File: config.mk
export PLATFORM = sky130hd
export DESIGN_NAME = mips_mc_ctrl_flat
export DESIGN_NICKNAME = d
export VERILOG_FILES = /design/src/rtl/mips_mc_ctrl_pkg.sv /design/src/rtl/mips_mc_ctrl_if.sv /design/src/rtl/mips_mc_ctrl_decode.sv /design/src/rtl/mips_mc_ctrl.sv /design/src/flat_wrapper.sv
export SDC_FILE = /design/constraint.sdc
export NUM_CORES = 1
export LEC_CHECK = 0
export CORE_ASPECT_RATIO = 1.5
export CORE_MARGIN = 2
export CORE_UTILIZATION = 51
export CTS_BUF_LIST = sky130_fd_sc_hd__clkbuf_2
export CTS_CLUSTER_DIAMETER = 150
export DETAILED_ROUTE_END_ITERATION = 8
export PLACE_DENSITY = 0.88
export RECOVER_POWER = 25
export SLEW_MARGIN = 30
export SYNTH_ARGS = -nofsm -noshare
export SYNTH_HDL_FRONTEND = slang
export SYNTH_SLANG_ARGS = --single-unit
File: constraint.sdc
create_clock -name clk -period 10.1 [get_ports clk]
set_input_delay 2.02 -clock clk [delete_from_list [all_inputs] [get_ports clk]]
set_output_delay 2.02 -clock clk [all_outputs]
set_load 0.05 [all_outputs]
File: src/rtl/mips_mc_ctrl_pkg.sv
// mips_pkg: opcode/funct constants, FSM state encoding and datapath select
// encodings shared by the multi-cycle MIPS controller and its decoder.
`default_nettype none

package mips_pkg;

    localparam logic [5:0] OP_RTYPE = 6'h00;
    localparam logic [5:0] OP_J     = 6'h02;
    localparam logic [5:0] OP_JAL   = 6'h03;
    localparam logic [5:0] OP_BEQ   = 6'h04;
    localparam logic [5:0] OP_ORI   = 6'h0D;
    localparam logic [5:0] OP_LUI   = 6'h0F;
    localparam logic [5:0] OP_LW    = 6'h23;
    localparam logic [5:0] OP_SW    = 6'h2B;

    localparam logic [5:0] FN_JR    = 6'h08;
    localparam logic [5:0] FN_ADDU  = 6'h21;
    localparam logic [5:0] FN_SUBU  = 6'h23;
    localparam logic [5:0] FN_AND   = 6'h24;
    localparam logic [5:0] FN_OR    = 6'h25;
    localparam logic [5:0] FN_SLT   = 6'h2A;

    typedef enum logic [3:0] {
        S_RESET    = 4'd0,
        S_FETCH    = 4'd1,
        S_DECODE   = 4'd2,
        S_EXEC_R   = 4'd3,
        S_EXEC_I   = 4'd4,
        S_MEM_ADDR = 4'd5,
        S_MEM_RD   = 4'd6,
        S_MEM_WR   = 4'd7,
        S_WB_R     = 4'd8,
        S_WB_I     = 4'd9,
        S_WB_MEM   = 4'd10,
        S_BRANCH   = 4'd11,
        S_JUMP     = 4'd12
    } state_t;

    typedef enum logic [2:0] {
        ALU_ADD = 3'd0,
        ALU_SUB = 3'd1,
        ALU_AND = 3'd2,
        ALU_OR  = 3'd3,
        ALU_SLT = 3'd4,
        ALU_LUI = 3'd5
    } alu_op_t;

    typedef enum logic [1:0] {
        EXT_ZERO = 2'd0,
        EXT_SIGN = 2'd1,
        EXT_HIGH = 2'd2
    } ext_t;

    typedef enum logic [1:0] {
        PC_ALU    = 2'd0,
        PC_ALUOUT = 2'd1,
        PC_JUMP   = 2'd2,
        PC_RS     = 2'd3
    } pc_src_t;

    typedef enum logic [1:0] {
        RD_RT  = 2'd0,
        RD_RD  = 2'd1,
        RD_R31 = 2'd2
    } reg_dst_t;

    typedef enum logic [1:0] {
        M2R_ALU = 2'd0,
        M2R_MEM = 2'd1,
        M2R_PC  = 2'd2
    } mem_to_reg_t;

    typedef enum logic [1:0] {
        SRCB_REG    = 2'd0,
        SRCB_FOUR   = 2'd1,
        SRCB_IMM    = 2'd2,
        SRCB_BRANCH = 2'd3
    } alu_src_b_t;

    typedef enum logic [3:0] {
        CLS_ALU_R   = 4'd0,
        CLS_ORI     = 4'd1,
        CLS_LUI     = 4'd2,
        CLS_LW      = 4'd3,
        CLS_SW      = 4'd4,
        CLS_BEQ     = 4'd5,
        CLS_J       = 4'd6,
        CLS_JAL     = 4'd7,
        CLS_JR      = 4'd8,
        CLS_ILLEGAL = 4'd9
    } cls_t;

    // States that own the shared memory port and therefore run the wait counter.
    function automatic logic is_mem_state(state_t s);
        return (s == S_FETCH) || (s == S_MEM_RD) || (s == S_MEM_WR);
    endfunction

endpackage

`default_nettype wire

File: src/rtl/mips_mc_ctrl_if.sv
// mips_mc_ctrl_if: shared memory port handshake between the controller
// (master) and the memory subsystem (slave).
`default_nettype none

interface mips_mc_ctrl_if;
    logic mem_req;
    logic mem_we;
    logic i_or_d;
    logic mem_ready;

    modport master (
        output mem_req,
        output mem_we,
        output i_or_d,
        input  mem_ready
    );

    modport slave (
        input  mem_req,
        input  mem_we,
        input  i_or_d,
        output mem_ready
    );
endinterface

`default_nettype wire

File: src/rtl/mips_mc_ctrl_decode.sv
// mips_mc_decode: combinational opcode/funct classifier; yields the
// instruction class, the ALU operation for the execute step and an illegal flag.
`default_nettype none

module mips_mc_decode
    import mips_pkg::*;
(
    input  logic [5:0] opcode_i,
    input  logic [5:0] funct_i,
    output cls_t       cls_o,
    output alu_op_t    alu_op_o,
    output logic       illegal_o
);

    always_comb begin
        cls_o    = CLS_ILLEGAL;
        alu_op_o = ALU_ADD;
        case (opcode_i)
            OP_RTYPE: begin
                case (funct_i)
                    FN_ADDU: begin cls_o = CLS_ALU_R; alu_op_o = ALU_ADD; end
                    FN_SUBU: begin cls_o = CLS_ALU_R; alu_op_o = ALU_SUB; end
                    FN_AND:  begin cls_o = CLS_ALU_R; alu_op_o = ALU_AND; end
                    FN_OR:   begin cls_o = CLS_ALU_R; alu_op_o = ALU_OR;  end
                    FN_SLT:  begin cls_o = CLS_ALU_R; alu_op_o = ALU_SLT; end
                    FN_JR:   cls_o = CLS_JR;
                    default: cls_o = CLS_ILLEGAL;
                endcase
            end
            OP_ORI:  begin cls_o = CLS_ORI; alu_op_o = ALU_OR;  end
            OP_LUI:  begin cls_o = CLS_LUI; alu_op_o = ALU_LUI; end
            OP_LW:   cls_o = CLS_LW;
            OP_SW:   cls_o = CLS_SW;
            OP_BEQ:  begin cls_o = CLS_BEQ; alu_op_o = ALU_SUB; end
            OP_J:    cls_o = CLS_J;
            OP_JAL:  cls_o = CLS_JAL;
            default: cls_o = CLS_ILLEGAL;
        endcase
    end

    assign illegal_o = (cls_o == CLS_ILLEGAL);

endmodule

`default_nettype wire

File: src/rtl/mips_mc_ctrl.sv
// mips_mc_ctrl: multi-cycle MIPS control FSM with a shared memory port,
// wait-state timeout and fault pulses. Optional counters: MIPS_MC_PERF_EN.
`default_nettype none

module mips_mc_ctrl
    import mips_pkg::*;
#(
    parameter int unsigned TIMEOUT = 16,
    parameter int unsigned CNT_W   = 32
) (
    input  logic               clk,
    input  logic               rst_n,
    mips_mc_ctrl_if.master     mem,
    input  logic [5:0]         opcode_i,
    input  logic [5:0]         funct_i,
    input  logic               zero_i,
    output logic               ir_write_o,
    output logic               pc_write_o,
    output logic               reg_write_o,
    output logic [1:0]         reg_dst_o,
    output logic [1:0]         mem_to_reg_o,
    output logic [1:0]         alu_src_b_o,
    output logic [1:0]         pc_src_o,
    output logic               alu_src_a_o,
    output logic [2:0]         alu_op_o,
    output logic [1:0]         ext_type_o,
    output logic               illegal_o,
    output logic               bus_err_o,
    output logic [3:0]         state_o
`ifdef MIPS_MC_PERF_EN
    ,
    output logic [CNT_W-1:0]   cycle_cnt_o,
    output logic [CNT_W-1:0]   instr_cnt_o
`endif
);

    localparam int unsigned     WAIT_W   = (TIMEOUT > 0) ? $clog2(TIMEOUT + 1) : 1;
    localparam logic [WAIT_W-1:0] WAIT_MAX = WAIT_W'(TIMEOUT);

    state_t              state_q, state_d;
    logic [WAIT_W-1:0]   wait_q, wait_d;

    cls_t                dec_cls;
    alu_op_t             dec_alu_op;
    logic                dec_illegal;

    logic                mem_state;
    logic                expired;

    logic                mem_req, mem_we, i_or_d;
    logic                ir_write, pc_write, reg_write;
    reg_dst_t            reg_dst;
    mem_to_reg_t         mem_to_reg;
    alu_src_b_t          alu_src_b;
    pc_src_t             pc_src;
    logic                alu_src_a;
    alu_op_t             alu_op;
    ext_t                ext_type;
    logic                illegal;

    mips_mc_decode u_decode (
        .opcode_i  (opcode_i),
        .funct_i   (funct_i),
        .cls_o     (dec_cls),
        .alu_op_o  (dec_alu_op),
        .illegal_o (dec_illegal)
    );

    assign mem_state = is_mem_state(state_q);
    // A ready arriving in the expiry cycle completes the access instead of faulting.
    assign expired   = (TIMEOUT != 0) && mem_state && (wait_q == WAIT_MAX) && !mem.mem_ready;

    always_ff @(posedge clk or negedge rst_n) begin
        if (!rst_n) begin
            state_q <= S_RESET;
            wait_q  <= '0;
        end else begin
            state_q <= state_d;
            wait_q  <= wait_d;
        end
    end

    // Counter runs only while an access stays pending; any completion, abandon
    // or state change (including the FETCH retry) starts the next access at 0.
    always_comb begin
        wait_d = '0;
        if (mem_state && !mem.mem_ready && !expired) begin
            wait_d = (wait_q == WAIT_MAX) ? wait_q : wait_q + WAIT_W'(1);
        end
    end

    always_comb begin
        state_d    = state_q;
        mem_req    = 1'b0;
        mem_we     = 1'b0;
        i_or_d     = 1'b0;
        ir_write   = 1'b0;
        pc_write   = 1'b0;
        reg_write  = 1'b0;
        reg_dst    = RD_RT;
        mem_to_reg = M2R_ALU;
        alu_src_b  = SRCB_REG;
        pc_src     = PC_ALU;
        alu_src_a  = 1'b0;
        alu_op     = ALU_ADD;
        ext_type   = EXT_ZERO;
        illegal    = 1'b0;

        case (state_q)
            S_RESET: state_d = S_FETCH;

            S_FETCH: begin
                mem_req   = 1'b1;
                alu_src_b = SRCB_FOUR;
                if (mem.mem_ready) begin
                    ir_write = 1'b1;
                    pc_write = 1'b1;
                    state_d  = S_DECODE;
                end else if (expired) begin
                    state_d = S_FETCH;
                end
            end

            S_DECODE: begin
                alu_src_b = SRCB_BRANCH;
                ext_type  = EXT_SIGN;
                illegal   = dec_illegal;
                case (dec_cls)
                    CLS_ALU_R:        state_d = S_EXEC_R;
                    CLS_ORI, CLS_LUI: state_d = S_EXEC_I;
                    CLS_LW, CLS_SW:   state_d = S_MEM_ADDR;
                    CLS_BEQ:          state_d = S_BRANCH;
                    CLS_J, CLS_JAL,
                    CLS_JR:           state_d = S_JUMP;
                    default:          state_d = S_FETCH;
                endcase
            end

            S_EXEC_R: begin
                alu_src_a = 1'b1;
                alu_op    = dec_alu_op;
                state_d   = S_WB_R;
            end

            S_EXEC_I: begin
                alu_src_a = 1'b1;
                alu_src_b = SRCB_IMM;
                alu_op    = dec_alu_op;
                if (dec_cls == CLS_LUI) begin
                    ext_type = EXT_HIGH;
                end else begin
                    ext_type = EXT_ZERO;
                end
                state_d   = S_WB_I;
            end

            S_MEM_ADDR: begin
                alu_src_a = 1'b1;
                alu_src_b = SRCB_IMM;
                ext_type  = EXT_SIGN;
                state_d   = (dec_cls == CLS_SW) ? S_MEM_WR : S_MEM_RD;
            end

            S_MEM_RD: begin
                mem_req = 1'b1;
                i_or_d  = 1'b1;
                if (mem.mem_ready) begin
                    state_d = S_WB_MEM;
                end else if (expired) begin
                    state_d = S_FETCH;
                end
            end

            S_MEM_WR: begin
                mem_req = 1'b1;
                mem_we  = 1'b1;
                i_or_d  = 1'b1;
                if (mem.mem_ready || expired) begin
                    state_d = S_FETCH;
                end
            end

            S_WB_R: begin
                reg_write = 1'b1;
                reg_dst   = RD_RD;
                state_d   = S_FETCH;
            end

            S_WB_I: begin
                reg_write = 1'b1;
                state_d   = S_FETCH;
            end

            S_WB_MEM: begin
                reg_write  = 1'b1;
                mem_to_reg = M2R_MEM;
                state_d    = S_FETCH;
            end

            S_BRANCH: begin
                alu_src_a = 1'b1;
                alu_op    = ALU_SUB;
                pc_src    = PC_ALUOUT;
                pc_write  = zero_i;
                state_d   = S_FETCH;
            end

            S_JUMP: begin
                pc_write = 1'b1;
                state_d  = S_FETCH;
                case (dec_cls)
                    CLS_JR:  pc_src = PC_RS;
                    CLS_JAL: begin
                        pc_src     = PC_JUMP;
                        reg_write  = 1'b1;
                        reg_dst    = RD_R31;
                        mem_to_reg = M2R_PC;
                    end
                    default: pc_src = PC_JUMP;
                endcase
            end

            default: state_d = S_RESET;
        endcase
    end

    assign mem.mem_req   = mem_req;
    assign mem.mem_we    = mem_we;
    assign mem.i_or_d    = i_or_d;

    assign ir_write_o    = ir_write;
    assign pc_write_o    = pc_write;
    assign reg_write_o   = reg_write;
    assign reg_dst_o     = reg_dst;
    assign mem_to_reg_o  = mem_to_reg;
    assign alu_src_b_o   = alu_src_b;
    assign pc_src_o      = pc_src;
    assign alu_src_a_o   = alu_src_a;
    assign alu_op_o      = alu_op;
    assign ext_type_o    = ext_type;
    assign illegal_o     = illegal;
    assign bus_err_o     = expired;
    assign state_o       = state_q;

`ifdef MIPS_MC_PERF_EN
    logic [CNT_W-1:0] cycle_cnt_q, instr_cnt_q;
    logic             instr_done;

    // Retirement is the hand-back to FETCH from a terminal state; an illegal
    // opcode leaves from DECODE and is therefore not counted.
    assign instr_done = (state_d == S_FETCH) &&
                        (state_q inside {S_WB_R, S_WB_I, S_WB_MEM, S_BRANCH, S_JUMP, S_MEM_WR});

    always_ff @(posedge clk or negedge rst_n) begin
        if (!rst_n) begin
            cycle_cnt_q <= '0;
            instr_cnt_q <= '0;
        end else begin
            if (state_q != S_RESET) begin
                cycle_cnt_q <= cycle_cnt_q + CNT_W'(1);
            end
            if (instr_done) begin
                instr_cnt_q <= instr_cnt_q + CNT_W'(1);
            end
        end
    end

    assign cycle_cnt_o = cycle_cnt_q;
    assign instr_cnt_o = instr_cnt_q;
`endif

endmodule

`default_nettype wire

File: src/flat_wrapper.sv
// flat-port wrapper written by rule: the top's interface ports become plain ports
module mips_mc_ctrl_flat import mips_pkg::*;
#(
    parameter int unsigned TIMEOUT = 16,
    parameter int unsigned CNT_W   = 32
)
  (clk, rst_n, opcode_i, funct_i, zero_i, ir_write_o, pc_write_o, reg_write_o, reg_dst_o, mem_to_reg_o, alu_src_b_o, pc_src_o, alu_src_a_o, alu_op_o, ext_type_o, illegal_o, bus_err_o, state_o, mem_mem_req, mem_mem_we, mem_i_or_d, mem_mem_ready);
  mips_mc_ctrl_if mem_i ();
  input  logic clk;
  input  logic rst_n;
  input  logic [5:0] opcode_i;
  input  logic [5:0] funct_i;
  input  logic zero_i;
  output logic ir_write_o;
  output logic pc_write_o;
  output logic reg_write_o;
  output logic [1:0] reg_dst_o;
  output logic [1:0] mem_to_reg_o;
  output logic [1:0] alu_src_b_o;
  output logic [1:0] pc_src_o;
  output logic alu_src_a_o;
  output logic [2:0] alu_op_o;
  output logic [1:0] ext_type_o;
  output logic illegal_o;
  output logic bus_err_o;
  output logic [3:0] state_o;
  output wire logic [$bits(mem_i.mem_req)-1:0] mem_mem_req;
  output wire logic [$bits(mem_i.mem_we)-1:0] mem_mem_we;
  output wire logic [$bits(mem_i.i_or_d)-1:0] mem_i_or_d;
  input wire logic [$bits(mem_i.mem_ready)-1:0] mem_mem_ready;
  assign mem_mem_req = mem_i.mem_req;
  assign mem_mem_we = mem_i.mem_we;
  assign mem_i_or_d = mem_i.i_or_d;
  assign mem_i.mem_ready = mem_mem_ready;
  mips_mc_ctrl #(.TIMEOUT(TIMEOUT), .CNT_W(CNT_W)) u_core (.clk(clk), .rst_n(rst_n), .mem(mem_i), .opcode_i(opcode_i), .funct_i(funct_i), .zero_i(zero_i), .ir_write_o(ir_write_o), .pc_write_o(pc_write_o), .reg_write_o(reg_write_o), .reg_dst_o(reg_dst_o), .mem_to_reg_o(mem_to_reg_o), .alu_src_b_o(alu_src_b_o), .pc_src_o(pc_src_o), .alu_src_a_o(alu_src_a_o), .alu_op_o(alu_op_o), .ext_type_o(ext_type_o), .illegal_o(illegal_o), .bus_err_o(bus_err_o), .state_o(state_o));
endmodule
== Word-level counts from Yosys, hierarchy flattened ==
Memory sizes are Yosys's and may differ from the RTL's.
Index checks and enable logic that the tools add are counted.

* $add $sub $neg: 1
* Multipliers: 0
* Div/mod/pow operators: 0
* $lt $le $gt $ge: 0
* Equality and inequality tests: 33
* Shift operators: 0
* Multiplexer cells: 31
* Bitwise logic cells: 0
* Reductions and logical operators: 20

{| class="wikitable"
|+ Operator list
! operator !! count
|-
| 4-bit case mux with 8 select lines || 2
|-
| 6-bit == test, second input constant || 7
|-
| 4-bit == test, second input constant || 7
|-
| 4-bit by 3-bit == test with 1-bit output, second input constant || 6
|-
| 3-bit case mux with 4 select lines || 2
|-
| 6-bit by 4-bit == test with 1-bit output, second input constant || 3
|-
| 4-bit two-way mux || 4
|-
| 2-bit case mux with 2 select lines || 4
|-
| 4-bit by 2-bit == test with 1-bit output, second input constant || 3
|-
| 6-bit by 2-bit == test with 1-bit output, second input constant || 2
|-
| 1-bit two-way mux || 10
|-
| 5-bit two-way mux || 2
|-
| 4-bit case mux with 2 select lines || 1
|-
| 2-bit OR reduction || 4
|-
| 6-bit by 3-bit == test with 1-bit output, second input constant || 1
|-
| 6-bit zero test || 1
|-
| 2-bit case mux with 3 select lines || 1
|-
| 3-bit case mux with 2 select lines || 1
|-
| 3-bit OR reduction || 2
|-
| 6-bit OR reduction || 1
|-
| 5-bit by 1-bit adder with 5-bit output, second input constant || 1
|-
| 5-bit == test, second input constant || 1
|-
| 5-bit OR reduction || 1
|-
| 4-bit by 1-bit == test with 1-bit output, second input constant || 1
|-
| 9 further kinds || 17
|}

* Register bits after elaboration: 9
* Latch bits: 0
* Bits in writable memories: 0
* ROM bits: 64
* Bits of input ports: 16
* Output and inout port bits: 26
* Word-level logic and storage cells: 88
* Memories kept: 1

{| class="wikitable"
|+ Memories
! name !! words !! bits a word !! read ports !! clocked after Yosys merged registers in !! write ports !! line !! RTL
|-
| (name not given) || 16 || 4 || 1 || 0 || 0 || mips_mc_ctrl.sv:128 || <nowiki>case (dec_cls)</nowiki>
|}

== Depth between registers and ports, before layout ==
Gate-level depths: netlist of run 1.

* Depth after elaboration: 8
* Gate-level depth with buffers: 11
* Depth with buffers taken out: 10

== Cells and area by module ==
Synthesis of run 1 repeated with hierarchy kept, for this count alone.

* Cells, all modules: 170
* Area total of the unflattened synthesis: 1255.0 um^2

{| class="wikitable"
|+ By module, submodules not included
! module !! instances !! cells each !! area an instance (um^2)
|-
| mips_mc_ctrl || 1 || 118 || 924.6
|-
| mips_mc_decode || 1 || 52 || 330.3
|}

== Worst setup path after synthesis of run 1 ==
OpenSTA, ideal clock, no wires.

* Path type: input to output
* Start: input port opcode_i[4]
* End: output port ext_type_o[1]
* Arrival time: 4947 ps
* Setup slack: 3133 ps
* Stages: 8
* Cell sequence: clkbuf_1 > nor2_1 > and3_1 > o311a_1 > a211oi_1 > ha_1 > or4b_2 > nor3_1

* Word-level cells in the longest chain between the ends: 5
* Elaborated cells between the ends (all ways): 12
* Classes of those cells: eq/ne: 8; mux: 3; reduce/logical: 1

{| class="wikitable"
|+ RTL lines
! what !! line !! RTL
|-
| start, declared || flat_wrapper.sv:11 || <nowiki>input logic [5:0] opcode_i;</nowiki>
|-
| 6-bit by 2-bit == test with 1-bit output (tied with other cells) || mips_mc_ctrl_decode.sv:18 || <nowiki>case (opcode_i)</nowiki>
|-
| 4-bit case mux with 8 select lines (*) || mips_mc_ctrl_decode.sv:18 ||
|-
| 4-bit by 2-bit == test with 1-bit output (*) || mips_mc_ctrl.sv:149 || <nowiki>if (dec_cls == CLS_LUI) begin</nowiki>
|-
| 2-bit two-way mux (*) || mips_mc_ctrl.sv:149 ||
|-
| 2-bit case mux with 2 select lines (*) || mips_mc_ctrl.sv:109 || <nowiki>case (state_q)</nowiki>
|-
| end, declared || flat_wrapper.sv:23 || <nowiki>output logic [1:0] ext_type_o;</nowiki>
|}

Mark *: on every way between the ends. The rest lies on a longest branch, timed or not.

== Worst setup path after layout of run 1 ==
* Start: input port opcode_i[3]
* End: output port ext_type_o[1]

The elaborated chain is that of the path after synthesis.

==> results of run 1 <==
## stage by stage
stage	worst slack, ns	instances	hold WS, ns
2_1_floorplan	3.13	176	0.455
3_3_place_gp	2.60	230	0.470
3_5_place_dp	2.55	230	0.514
4_1_cts	2.55	234	0.525
5_1_grt	2.29	234	0.553
6_report	2.56	234	0.515
## layout by cell type, fill, tap and decap left out, types with 4 or more instances in the layout
| cell | netlist | final |
|---|---|---|
| clkbuf_2 | 0 | 4 |
| nor2_1 | 18 | 18 |
| nor3_1 | 6 | 6 |
| ha_1 | 8 | 8 |
| dfrtp_1 | 9 | 9 |
| nor2b_1 | 7 | 7 |
| nand2_1 | 7 | 7 |
| nand3b_1 | 5 | 5 |
| and3_1 | 4 | 4 |
| a21oi_1 | 12 | 12 |
| inv_1 | 14 | 14 |
| o21ai_0 | 6 | 6 |
| nand3_1 | 8 | 8 |
| nand2b_1 | 11 | 11 |
| clkdlybuf4s50_1 | 0 | 39 |
## final cells by class
type,count,area (sq um)
clock buffer,4,20.0
fill,208,733
inverter,14,52.6
multi-input combinational,142,923
sequential,9,225
tap,24,30.0
timing repair buffer,41,410
## cell families (layout without fill, tap and decap cells)
kind of cell / after synthesis / after routing / synth area share [%]
AND/OR/NAND/NOR: 86 / 86 / 39.0
AO/OA/AOI/OAI: 43 / 43 / 22.9
buffers and inverters: 25 / 59 / 8.66
flip-flops: 9 / 9 / 17.9
adder cells (fa/ha/maj): 8 / 8 / 7.96
XOR/XNOR: 4 / 4 / 2.79
multiplexers: 1 / 1 / 0.796
## where the power goes
| part | internal [mW] | leakage (nW) | total [mW] | switching (mW) |
|---|---|---|---|---|
| sequential | 0.0450 | 0.120 | 0.0774 | 0.0324 |
| clock | 0.0105 | 0.0166 | 0.0216 | 0.0111 |
| combinational | 0.0923 | 0.510 | 0.260 | 0.167 |
## path summary, 6_finish.rpt
check | from | endpoint | slack (ns)
max | opcode_i[3] | ext_type_o[1] | 2.56
min | u_core.wait_q[0] | u_core.wait_q[0] | 0.52
max reg2reg | u_core.wait_q[0] | u_core.state_o[1] | 8.22
min reg2reg | u_core.wait_q[0] | u_core.wait_q[0] | 0.52
max in group asynchronous | rst_n | u_core.wait_q[0] | 7.68
min in group asynchronous | rst_n | u_core.wait_q[3] | 2.14
## flip-flops by register name, summed over array words and instances (netlist names)
name,count
u_core.wait_q,5
u_core.state_o,4
## metal layers
layer	global-route usage (%)	vias to the layer above
met4	8.71	0
met5	0	-
met3	0.279	6
met1	29.2	681
li1	-	694
met2	50.2	30
## critical path: stages
cell and delay, ns:
clkdlybuf4s50_1 0.62, nor2_1 0.14, and3_1 0.24, o311a_1 0.21
a211oi_1 0.52, ha_1 0.23, or4b_2 0.58, nor3_1 0.15
clkdlybuf4s50_1 0.83
==> run_results.csv, run 1 <==
group,metric,value,unit
status,outcome,"complete, no violations",
yosys,syn_area_per_cell,7.14,sq um
layout,drive_gt1_share,5.24,%
grt,grt_remaining_overflow,0,
setup_path,critPathArrivalTime,5.52,ns
setup_path,end_kind,"output port",
floorplanning,rows,22,
setup_path,setup.worst_path.start_class,"input pin",
layout,nets,235,
route,drt-met1-wl,1.26,mm
clock_network,cts_tree,"built",
route,drc,0,
yosys,synthFlopType,"dfrtp_1",
route,route.met3.wl,71,um
yosys,synth_cells,176,
yosys,syn_area,1260,sq um
setup_path,rr_worst_depth,6,
placed_design,dpl_cell_area,1640,sq um
yosys,yosysTopAreaCell,"dfrtp_1",
route,routedWlPerCell,14.2,um
layout,area_delta_synth_final,32.1,%
floorplanning,die_h,64.8,um
sta,layout_min_cycle_time,7.54,ns
clock_network,post-cts-setup-buffers,0,
setup_path,worst-setup-path-type,"in2out",
layout,design_area,1660,sq um
floorplanning,dieArea,2890,sq um
sta,setup_violations,0,
route,dr.first_iter.drc_count,24,
sta,post-route-period-util,74.7,%
route,ant_nets,0,
power_and_ir_drop,leakage,0.647,nW
sta,tightest_slew,0.676,ns
sta,maxSlewViolCount,0,
clock_network,clock_path_buffers,2,
yosys,synth_edf_count,0,
clock_network,htreeDepth,1,
floorplanning,pin_count,42,
route,first_pass_iters,4,
sta,setup_tns,0,ns
clock_network,cts_buffers,3,
sta,hold_violations,0,
yosys,synth_top_area_share,17.9,%
yosys,synth.net_count,200,
yosys,synth-seq-area-share,17.9,%
job,drv_cap,0,
grt,grt_pass1_wl,6.03,mm
yosys,yosys-top-cells-area,"dfrtp_1 18%, ha_1 8.0%, nand2b_1 5.5%",
yosys,synth_most_common_cell,"nor2_1",
grt,grt_start_max_net_pins,23,
placed_design,dp_hpwl,2.67,mm
route,dr_wl_met2,1.95,mm
clock_network,hold_buffers,0,
sta,slew-limit-headroom,54.9,%
clock_network,cts_resized,0,
clock_network,cts_root_buffer,"clkbuf_2",
sta,rsz0062_at_grt,"no",
setup_path,path_max_fanout,8,
route,via_per_inst,6.03,
yosys,ys_types,49,
layout,n_antenna_cell,0,
power_and_ir_drop,ir_drop,0.122,mV
clock_network,cts_sinks,9,
yosys,async_flop_share,100,%
floorplanning,fp.dieW,44.5,um
sta,fmax,133,MHz
setup_path,worstPathRequired,8.08,ns
power_and_ir_drop,total_power,0.359,mW
yosys,ys_ff_latch,9,
clock_network,clk_latency,0.23,ns
floorplanning,core,2390,sq um
clock_network,clkTransAtPathRegs,0.08,ns
power_and_ir_drop,p_per_area,216,nW/um^2
grt,grt_usage,26.1,%
sta,finalClockSkew,0.00300,ns
min_path,min_delay_path_depth,1,
route,routed_wl,3.32,mm
yosys,synthTopCellsByCount,"18 x nor2_1, 14 x inv_1, 12 x a21oi_1",
min_path,worst_hold_path_type,"reg2reg",
yosys,yosys_warnings,0,
route,vias,1411,
layout,post-route-util,69.4,%
placed_design,place_congestion,0.865,
floorplanning,floorplan.initialDensity,52.5,%
grt,first_global_vias,1441,
route,top_layer,"met4",
grt,antenna_found_initial,0,
placed_design,place.port_buffers,41,
Note: power is estimated with default switching activity, not from simulation.
==> inputs of run 2 (changes only) <==
- CORE_UTILIZATION: 51 -> 47
- PLACE_DENSITY: 0.88 -> 0.82
- clock period: 10.1 -> 7.1 ns (I/O delays scaled with it)
==> run 2 against run 1 <==
  * Critical path depth stayed put
  * Sequential power increased by 42%
  * Routed wire length rose by 0.87%
  * Setup slack got worse by 1.8 ns
  * Global-route usage down 2.6 points
  * Cell count grew 5.6%
  * Worst hold slack got worse by 0.020 ns
  * Total power up 43%
  * Clock power is 46% higher
==> run_results.csv, run 2 (same netlist as run 1, synthesis figures left out) <==
group,metric,value,unit
route,vias,1447,
grt,antenna_found_initial,0,
placed_design,place.port_buffers,41,
layout,drive_gt1_share,5.24,%
placed_design,pre_cts_ws,0.719,ns
power_and_ir_drop,p_int,0.210,mW
clock_network,cts_resized,0,
power_and_ir_drop,ir_drop,0.177,mV
grt,first_global_vias,1407,
placed_design,place_congestion,0.863,
power_and_ir_drop,pwr-share-comb,72.4,%
clock_network,hold_buffers,0,
grt,grt_remaining_overflow,0,
power_and_ir_drop,p_per_area,305,nW/um^2
setup_path,worstPathRequired,5.68,ns
clock_network,clkTransAtPathRegs,0.08,ns
power_and_ir_drop,swShare,58.9,%
min_path,worst_hold_path_type,"reg2reg",
clock_network,clock_path_buffers,2,
floorplanning,core,2620,sq um
layout,area_delta_synth_final,33.4,%
sta,finalWorstSetupSlack,0.756,ns
route,ant_nets,0,
sta,hold_violations,0,
layout,top_register,"u_core.wait_q",
clock_network,cts_sinks,9,
setup_path,critPathArrivalTime,4.92,ns
setup_path,path_max_fanout,8,
layout,mostFrequentLayoutCells,"39 x clkdlybuf4s50_1, 18 x nor2_1, 14 x inv_1, 12 x a21oi_1, 11 x nand2b_1",
sta,slew-limit-headroom,54.4,%
route,routed_wl,3.35,mm
grt,grt_usage,23.6,%
sta,rsz0062_at_grt,"no",
floorplanning,floorplan.initialDensity,48.0,%
route,first_pass_iters,4,
layout,final.fill_count,230,
sta,layout_min_cycle_time,6.34,ns
route,routedWlPerCell,13.6,um
floorplanning,die_h,67.4,um
layout,n_antenna_cell,0,
grt,grt_start_max_net_pins,23,
route,via_per_inst,5.86,
power_and_ir_drop,p_clk_share,6.2,%
layout,final_common_cell,"clkdlybuf4s50_1",
clock_network,cts_tree,"built",
status,outcome,"complete, no violations",
sta,fmax,158,MHz
setup_path,end_kind,"output port",
clock_network,cts_buffers,3,
floorplanning,fp.dieW,46.2,um
setup_path,setup.worst_path.start_class,"input pin",
sta,finalClockSkew,0.00154,ns
floorplanning,dieArea,3110,sq um
job,drv_cap,0,
clock_network,clk_latency,0.23,ns
sta,post-route-period-util,89.4,%
clock_network,post-cts-setup-buffers,0,
placed_design,dp_hpwl,2.71,mm
floorplanning,pin_count,42,
route,dr.first_iter.drc_count,25,
sta,tightest_slew,0.683,ns
floorplanning,rows,23,
power_and_ir_drop,switchingPower,0.302,mW
layout,nets,235,
grt,grt_pass1_wl,5.66,mm
clock_network,cts_root_buffer,"clkbuf_2",
power_and_ir_drop,sequentialPowerShare,21.5,%
clock_network,htreeDepth,1,
sta,setup_tns,0,ns
sta,maxSlewViolCount,0,
power_and_ir_drop,leakage,0.647,nW
route,drc,0,
sta,setup_violations,0,
power_and_ir_drop,total_power,0.512,mW
layout,largest_register_ffs,5,
sta,holdWs,0.495,ns
setup_path,worst-setup-path-type,"in2out",
run 2: cell counts in the layout (fill, tap and decap cells not counted):
Identical to the previous run, type by type.
run 2: path summary, 6_finish.rpt:
| check | from | to | slack [ns] | cells after the start |
|---|---|---|---|---|
| min | u_core.wait_q[0] | u_core.wait_q[0] | 0.50 | 1 |
| min in group asynchronous | rst_n | u_core.wait_q[3] | 1.53 | 1 |
| min reg2reg | u_core.wait_q[0] | u_core.wait_q[0] | 0.50 | 1 |
| max in group asynchronous | rst_n | u_core.state_o[2] | 5.30 | 1 |
| max reg2reg | u_core.state_o[1] | u_core.wait_q[2] | 5.28 | 5 |
| max | opcode_i[3] | ext_type_o[1] | 0.76 | 9 |
run 2: critical path, stage by stage:
cell             delay (ns)
clkdlybuf4s50_1        0.62
nor2_1                 0.13
and3_1                 0.24
o311a_1                0.20
a211oi_1               0.52
ha_1                   0.23
or4b_2                 0.58
nor3_1                 0.15
clkdlybuf4s50_1        0.83
run 2: area by class of cell:
| type | count | area, sq um | share of cell area, % |
|---|---|---|---|
| clock buffer | 4 | 20.0 | 1.19 |
| inverter | 14 | 52.6 | 3.13 |
| multi-input combinational | 142 | 923 | 55.0 |
| sequential | 9 | 225 | 13.4 |
| tap | 37 | 46.3 | 2.76 |
| timing repair buffer | 41 | 410 | 24.5 |
run 2: metal layers:
layer  track usage (%)  part of all wire, %  up-vias
met5                 0                    0        -
met4              11.1                  1.6        0
met3             0.267                  3.2        6
met2              46.0                   57       43
met1              24.3                   38      696
li1                  -                    -      702
run 2: power groups by stage:
| stage | clock, mW | sequential, mW | combinational (mW) |
|---|---|---|---|
| 4_1_cts | 0.0330 | 0.109 | 0.372 |
| 3_3_place_gp | 0 | 0.108 | 0.365 |
| 2_1_floorplan | 0 | 0.110 | 0.254 |
| 5_1_grt | 0.0348 | 0.114 | 0.400 |
| 3_5_place_dp | 0 | 0.110 | 0.371 |
| 6_report | 0.0316 | 0.110 | 0.371 |
run 2: stage by stage:
step / utilization [%] / cell area (sq um) / cells
2_1_floorplan: - / 1260 / 176
3_3_place_gp: 63.3 / 1660 / 243
3_5_place_dp: 63.3 / 1660 / 243
4_1_cts: 64.1 / 1680 / 247
5_1_grt: 64.1 / 1680 / 247
6_report: 64.1 / 1680 / 247
